**config.mk**
```make
export PLATFORM = sky130hd
export DESIGN_NAME = register_demultiplexer
export DESIGN_NICKNAME = d
export VERILOG_FILES = /design/src/rtl/register_demultiplexer.sv
export SDC_FILE = /design/constraint.sdc
export NUM_CORES = 1
export LEC_CHECK = 0
export ABC_CLOCK_PERIOD_IN_PS = 2350
export BUFFER_PORTS_ARGS = -buffer_cell sky130_fd_sc_hd__buf_2
export CORE_MARGIN = 2
export CORE_UTILIZATION = 48
export CTS_CLUSTER_DIAMETER = 60
export DETAILED_ROUTE_END_ITERATION = 10
export HOLD_SLACK_MARGIN = 0.03
export PLACE_DENSITY_LB_ADDON = 0.2
export SYNTH_ARGS = -nofsm -noshare
export SYNTH_HDL_FRONTEND = slang
export SYNTH_SLANG_ARGS = --single-unit
```
**constraint.sdc**
```tcl
create_clock -name clk -period 2.35 [get_ports clk]
set_input_delay 0.235 -clock clk [delete_from_list [all_inputs] [get_ports clk]]
set_output_delay 0.235 -clock clk [all_outputs]
set_load 0.005 [all_outputs]
```
**src/rtl/register_demultiplexer.sv**
```systemverilog
// register_demultiplexer
// Write-side steering of the ALU result bus. A 2-bit destination code routes
// data_in to register A, register B, a valid/ready output port, or the
// program-counter load path. Every write lands on the rising edge where we=1
// and is visible on the outputs right after that edge.
//
// The output port holds a single entry. While it is FULL and the device is not
// ready, a further port write is refused and busy tells the decoder to hold
// sel/data_in/we. Register and PC writes never stall.

module register_demultiplexer #(
    parameter int WIDTH = 4
) (
    input  logic             clk,
    input  logic             reset,
    input  logic [WIDTH-1:0] data_in,
    input  logic [1:0]       sel,
    input  logic             we,
    output logic             busy,
    output logic [WIDTH-1:0] reg_a,
    output logic [WIDTH-1:0] reg_b,
    output logic [WIDTH-1:0] out_data,
    output logic             out_valid,
    input  logic             out_ready,
    output logic             pc_load,
    output logic [WIDTH-1:0] pc_addr
);

    // Destination codes driven by the instruction decoder.
    localparam logic [1:0] SEL_REG_A = 2'd0;
    localparam logic [1:0] SEL_REG_B = 2'd1;
    localparam logic [1:0] SEL_PORT  = 2'd2;
    localparam logic [1:0] SEL_PC    = 2'd3;

    // Output port occupancy: EMPTY has nothing to deliver, FULL holds out_data.
    typedef enum logic {
        PORT_EMPTY = 1'b0,
        PORT_FULL  = 1'b1
    } port_state_t;

    port_state_t      port_state_q, port_state_d;
    logic [WIDTH-1:0] out_data_q,   out_data_d;
    logic [WIDTH-1:0] reg_a_q,      reg_a_d;
    logic [WIDTH-1:0] reg_b_q,      reg_b_d;
    logic             pc_load_q,    pc_load_d;
    logic [WIDTH-1:0] pc_addr_q,    pc_addr_d;

    logic write_a;
    logic write_b;
    logic write_port;
    logic write_pc;
    logic port_stall;

    // Decode the write strobe into one request per destination, and flag the
    // single case where a port write has to wait for the device.
    always_comb begin
        write_a    = we && (sel == SEL_REG_A);
        write_b    = we && (sel == SEL_REG_B);
        write_port = we && (sel == SEL_PORT);
        write_pc   = we && (sel == SEL_PC);
        port_stall = write_port && (port_state_q == PORT_FULL) && !out_ready;
    end

    // Registers A and B simply capture data_in when addressed.
    always_comb begin
        reg_a_d = reg_a_q;
        reg_b_d = reg_b_q;
        if (write_a) begin
            reg_a_d = data_in;
        end
        if (write_b) begin
            reg_b_d = data_in;
        end
    end

    // PC load: the pulse is rebuilt every cycle so it can only last one cycle
    // per write, while the address is kept until the next PC write.
    always_comb begin
        pc_load_d = write_pc;
        pc_addr_d = pc_addr_q;
        if (write_pc) begin
            pc_addr_d = data_in;
        end
    end

    // Output port next state. A delivery (FULL and ready) and a new write may
    // happen on the same edge, in which case the port refills and stays FULL.
    // out_data keeps its last value after draining.
    always_comb begin
        port_state_d = port_state_q;
        out_data_d   = out_data_q;
        unique case (port_state_q)
            PORT_EMPTY: begin
                if (write_port) begin
                    out_data_d   = data_in;
                    port_state_d = PORT_FULL;
                end
            end
            PORT_FULL: begin
                if (out_ready) begin
                    if (write_port) begin
                        out_data_d   = data_in;
                        port_state_d = PORT_FULL;
                    end else begin
                        port_state_d = PORT_EMPTY;
                    end
                end
            end
            default: begin
                port_state_d = PORT_EMPTY;
            end
        endcase
    end

    // State register for all destinations; reset discards any pending output.
    always_ff @(posedge clk or posedge reset) begin
        if (reset) begin
            port_state_q <= PORT_EMPTY;
            out_data_q   <= '0;
            reg_a_q      <= '0;
            reg_b_q      <= '0;
            pc_load_q    <= 1'b0;
            pc_addr_q    <= '0;
        end else begin
            port_state_q <= port_state_d;
            out_data_q   <= out_data_d;
            reg_a_q      <= reg_a_d;
            reg_b_q      <= reg_b_d;
            pc_load_q    <= pc_load_d;
            pc_addr_q    <= pc_addr_d;
        end
    end

    // Drive the ports from the state registers; busy is the live stall flag.
    always_comb begin
        busy      = port_stall;
        reg_a     = reg_a_q;
        reg_b     = reg_b_q;
        out_data  = out_data_q;
        out_valid = (port_state_q == PORT_FULL);
        pc_load   = pc_load_q;
        pc_addr   = pc_addr_q;
    end

endmodule

```
# == Word-level counts from Yosys, hierarchy flattened ==
# Cells that the tools add are included.
# Widths: inputs -> output; s select.
# totals
input_bits,10
regBits,18
output_inout_bits,19
# classes
bitwise_logic,1
reduce_logical,8
eq_ne,4
n_mux,6
# ops
operator,count
$mux 4,2
$pmux 4 s2,1
$logic_and 1x1->1,6
$eq 2x2->1 const B,2
$eq 2x1->1 const B,1
$logic_not 2->1,1
$mux 1,2
$ne 2x2->1 const B,1
$pmux 1 s2,1
$logic_not 1->1,1
$not 1->1,1

# == Depth between registers and ports, before layout ==
# logic_depth
depth_word,5
mapped_depth,3

# == Least setup slack after synthesis ==
# No wires, ideal clock.
# synth_path
path_type,register to register
start,register port_state_q (netlist: out_valid)
end,register out_data_q[0] (netlist: out_data[0])
synth_period_minus_slack_ns,1.104
stages_incl_launch_ff,4
slack_ns,1.246
t_arrival_ns,0.980
setup_time_ns,0.125
cell_sequence,dfrtp_1 -> nand2b_1 -> nor2b_4 -> mux2_2
# synth_via
elab_chain_cells,2
word_cells_on_any_way,3
classes_between,eq/ne (1); mux (1); bitwise (1)
# synth_lines
element,line,source
"start, declared",41,"port_state_t port_state_q, port_state_d;"
"start signal, assigned",125,port_state_q <= port_state_d;
$not 1->1,-,
$pmux 4 s2,92,unique case (port_state_q)
"end signal, assigned",126,out_data_q <= out_data_d;
"end, declared",42,"logic [WIDTH-1:0] out_data_q, out_data_d;"
# Several ways; a longest one is shown, not always the timed one.
# A chain may end at the register's enable or synchronous reset.

# == Worst setup path in the final report ==
# layout_path
start,register port_state_q (netlist: out_valid)
end,output busy
# layout_via
elab_chain_cells,2
# layout_lines
element,line,source
$logic_and 1x1->1 (2 in series),61,port_stall = write_port && (port_state_q == PORT_FULL) && !out_ready;
"end, declared",19,"output logic busy,"
# No other way between the ends.

==> impl_metrics.py <==
metrics = {
    "grt": {
        "track_usage_pct": 15.98,
        "antenna_found_initial": 0,
        "grt_max_degree": 19,
        "grt_pass1_wl_mm": 2.056,
        "grt_pass1_vias": 410,
        "grt.overflow.total": 0,
    },
    "cts": {
        "path_clk_slew_ns": 0.10,
        "ctsResizeCount": 0,
        "clk_latency_ns": 0.28,
        "cts_hold_buffers": 0,
        "cts.path.max_buffers": 2,
        "cts-buffers-inserted": 3,
        "cts_max_level": 1,
        "cts_root_buf": "clkbuf_4",
        "cts_tree": "yes",
        "post_cts_buffers": 0,
        "cts.sinks": 18,
    },
    "cells_and_area": {
        "n_antenna_cell": 0,
        "nFillCells": 110,
        "final_util_pct": 66.98,
        "syn_to_final_growth_pct": 27.96,
        "design_area_um2": 893.4,
        "fin_nets": 87,
        "layout-drive-gt1-share_pct": 65.79,
    },
    "floorplan": {
        "coreArea_mm2": 0.001334,
        "dieArea_mm2": 0.001776,
        "rows": 13,
        "die_h_um": 42.14,
        "die_w_um": 42.14,
        "start_util_pct": 52.35,
        "io_pins": 29,
    },
    "setup_path": {
        "arrival_ns": 0.95,
        "crit_required_ns": 2.12,
        "ff2ff_path_depth": 3,
        "r2r-end": "out_data[1]$_DFFE_PP0P_",
        "crit_fanout": 3,
        "reg2reg_from": "out_valid$_DFF_PP0_",
        "cp-end-kind": "primary output",
        "r2r_slack_ns": 1.20,
        "crit_path_start_kind": "flop",
        "critical_path_class": "reg -> out",
    },
    "route": {
        "drt_iter0_markers": 3,
        "remaining_drc_errors": 0,
        "ant_nets": 0,
        "avgRoutedWirePerCell_um": 13.69,
        "drt-total-wl_mm": 1.246,
        "route.vias.total": 466,
        "vias_per_cell": 5.121,
        "drt_pass1_iterations": 4,
    },
    "power": {
        "swShare_pct": 23.90,
        "power.internal_w": 0.0005457,
        "p_seq_share_pct": 54.4,
        "vdd_ir_drop_max_uv": 520.0,
        "p_leak_nw": 0.4577,
        "p_clk_share_pct": 25.5,
        "p_per_area_mw_per_mm2": 802.7,
        "p_switching_w": 0.0001714,
        "combPwrFrac_pct": 20.1,
    },
    "synth": {
        "synth_area_leader_cell": "dfrtp_1",
        "synth_seq_area_share_pct": 64.52,
        "yosys_warnings": 0,
        "synth_cell_types": 10,
        "synth_top_area_share_pct": 64.52,
        "syn_inst": 44,
        "synth_nets": 54,
        "ys_seq_elements": 18,
        "synth_area_leaders": "dfrtp_1 (65%), mux2_2 (26%), nand3b_1 (2.2%)",
        "synth_area_um2": 698.2,
        "syn_area_per_cell_um2": 15.87,
    },
    "flow_run": {
        "maxCapViolCount": 0,
    },
    "timing": {
        "fmaxAchievable_mhz": 843.4,
        "clock_skew_ns": 0.0002765,
        "fin_crit_ns": 1.186,
        "max-slew-margin-rel_pct": 55.36,
        "rsz0062_at_grt": "false",
        "worstMarginPinSlew_ns": 0.6688,
        "setup_viol": 0,
        "period_share_pct": 50.46,
        "fin_tns_setup_ns": 0,
        "finalHoldViolCount": 0,
        "drv_slew": 0,
    },
    "min_path": {
        "min_path_type": "in -> async",
    },
    "placed_design": {
        "placed_cell_area_um2": 857.1,
        "port_buffers": 28,
        "routabilityCongestion": 0.6876,
    },
    "status": {
        "outcome": "complete, no violations",
    },
}
## cell usage in the layout (no fill, tap or decap)
| cell | instances |
|---|---|
| buf_2 | 28 |
| clkbuf_4 | 3 |
| clkbuf_8 | 1 |
| dfrtp_1 | 18 |
| inv_1 | 2 |
| mux2_2 | 16 |
| nand2_1 | 1 |
| nand2b_1 | 1 |
| nand3_1 | 1 |
| nand3b_1 | 2 |
| nor2_1 | 1 |
| nor2b_4 | 1 |
| nor3b_2 | 1 |
## cell families (layout without fill, tap and decap cells)
group | count (synthesis) | in the layout | synth area share, %
buf+inv | 2 | 34 | 1.076
flops | 18 | 18 | 64.52
mux | 16 | 16 | 25.81
simple gates | 8 | 8 | 8.600
## how the worst max path moves through the flow
| stage | from | end | slack, ns | cells past startpoint |
|---|---|---|---|---|
| final | out_valid$_DFF_PP0_ | busy | 1.16 | 3 |
| after global routing | out_valid$_DFF_PP0_ | busy | 1.08 | 3 |
| after CTS | out_valid$_DFF_PP0_ | busy | 1.15 | 3 |
| after detailed placement | sel[0] | out_data[1]$_DFFE_PP0P_ | 1.09 | 4 |
| after global placement | sel[0] | out_data[2]$_DFFE_PP0P_ | 1.10 | 4 |
| after floorplan | out_valid$_DFF_PP0_ | out_data[0]$_DFFE_PP0P_ | 1.25 | 3 |
## state kept, by name, summed over array words and instances (netlist names)
name,count
out_data,4
out_valid,1
pc_addr,4
pc_load,1
reg_a,4
reg_b,4
## synth_stat cells (all sizes together)
| library cell | n |
|---|---|
| dfrtp | 18 |
| mux2 | 16 |
| inv | 2 |
| nand3b | 2 |
| nand2 | 1 |
| nand2b | 1 |
| nand3 | 1 |
| nor2 | 1 |
| nor2b | 1 |
| nor3b | 1 |
## metal layers
| metal | vias to the layer above | global-route usage [%] | share of wire [%] |
|---|---|---|---|
| met5 | - | 0 | 0 |
| met2 | 25 | 22.81 | 45 |
| li1 | 221 | - | - |
| met1 | 218 | 22.10 | 45 |
| met3 | 2 | 5.172 | 9.7 |
| met4 | 0 | 7.500 | 0.64 |
## power by group through the flow
stage / clock network, W / registers, W / logic (W)
after floorplan: 0 / 0.000402 / 0.0000626
after global placement: 0 / 0.000395 / 0.000143
after detailed placement: 0 / 0.000398 / 0.000146
after CTS: 0.000190 / 0.000391 / 0.000146
after global routing: 0.000203 / 0.000397 / 0.000159
final: 0.000183 / 0.000390 / 0.000144
## cell type report
class                      instances  area [um^2]  share of cell area [%]
sequential                        18        450.4                   50.42
multi-input combinational         24        240.2                   26.89
timing repair buffer              28        140.1                   15.69
clock buffer                       4        36.28                   4.062
tap                               15        18.77                   2.101
inverter                           2        7.507                  0.8403
## stage by stage
stage,total power [W],instances,hold WS (ns),setup slack (ns)
after global routing,0.0007588,91,0.08676,1.084
after global placement,0.0005379,87,0.3532,1.104
after floorplan,0.0004645,44,0.1736,1.246
final,0.0007171,91,0.03020,1.164
after CTS,0.0007278,91,0.04268,1.145
after detailed placement,0.0005437,87,0.3631,1.087
## critical path: stages (launching register included)
cell	delay (ns)
dfrtp_1	0.39
nand2b_1	0.11
nor2_1	0.05
buf_2	0.12
Note: power is estimated with default switching activity, not from simulation.
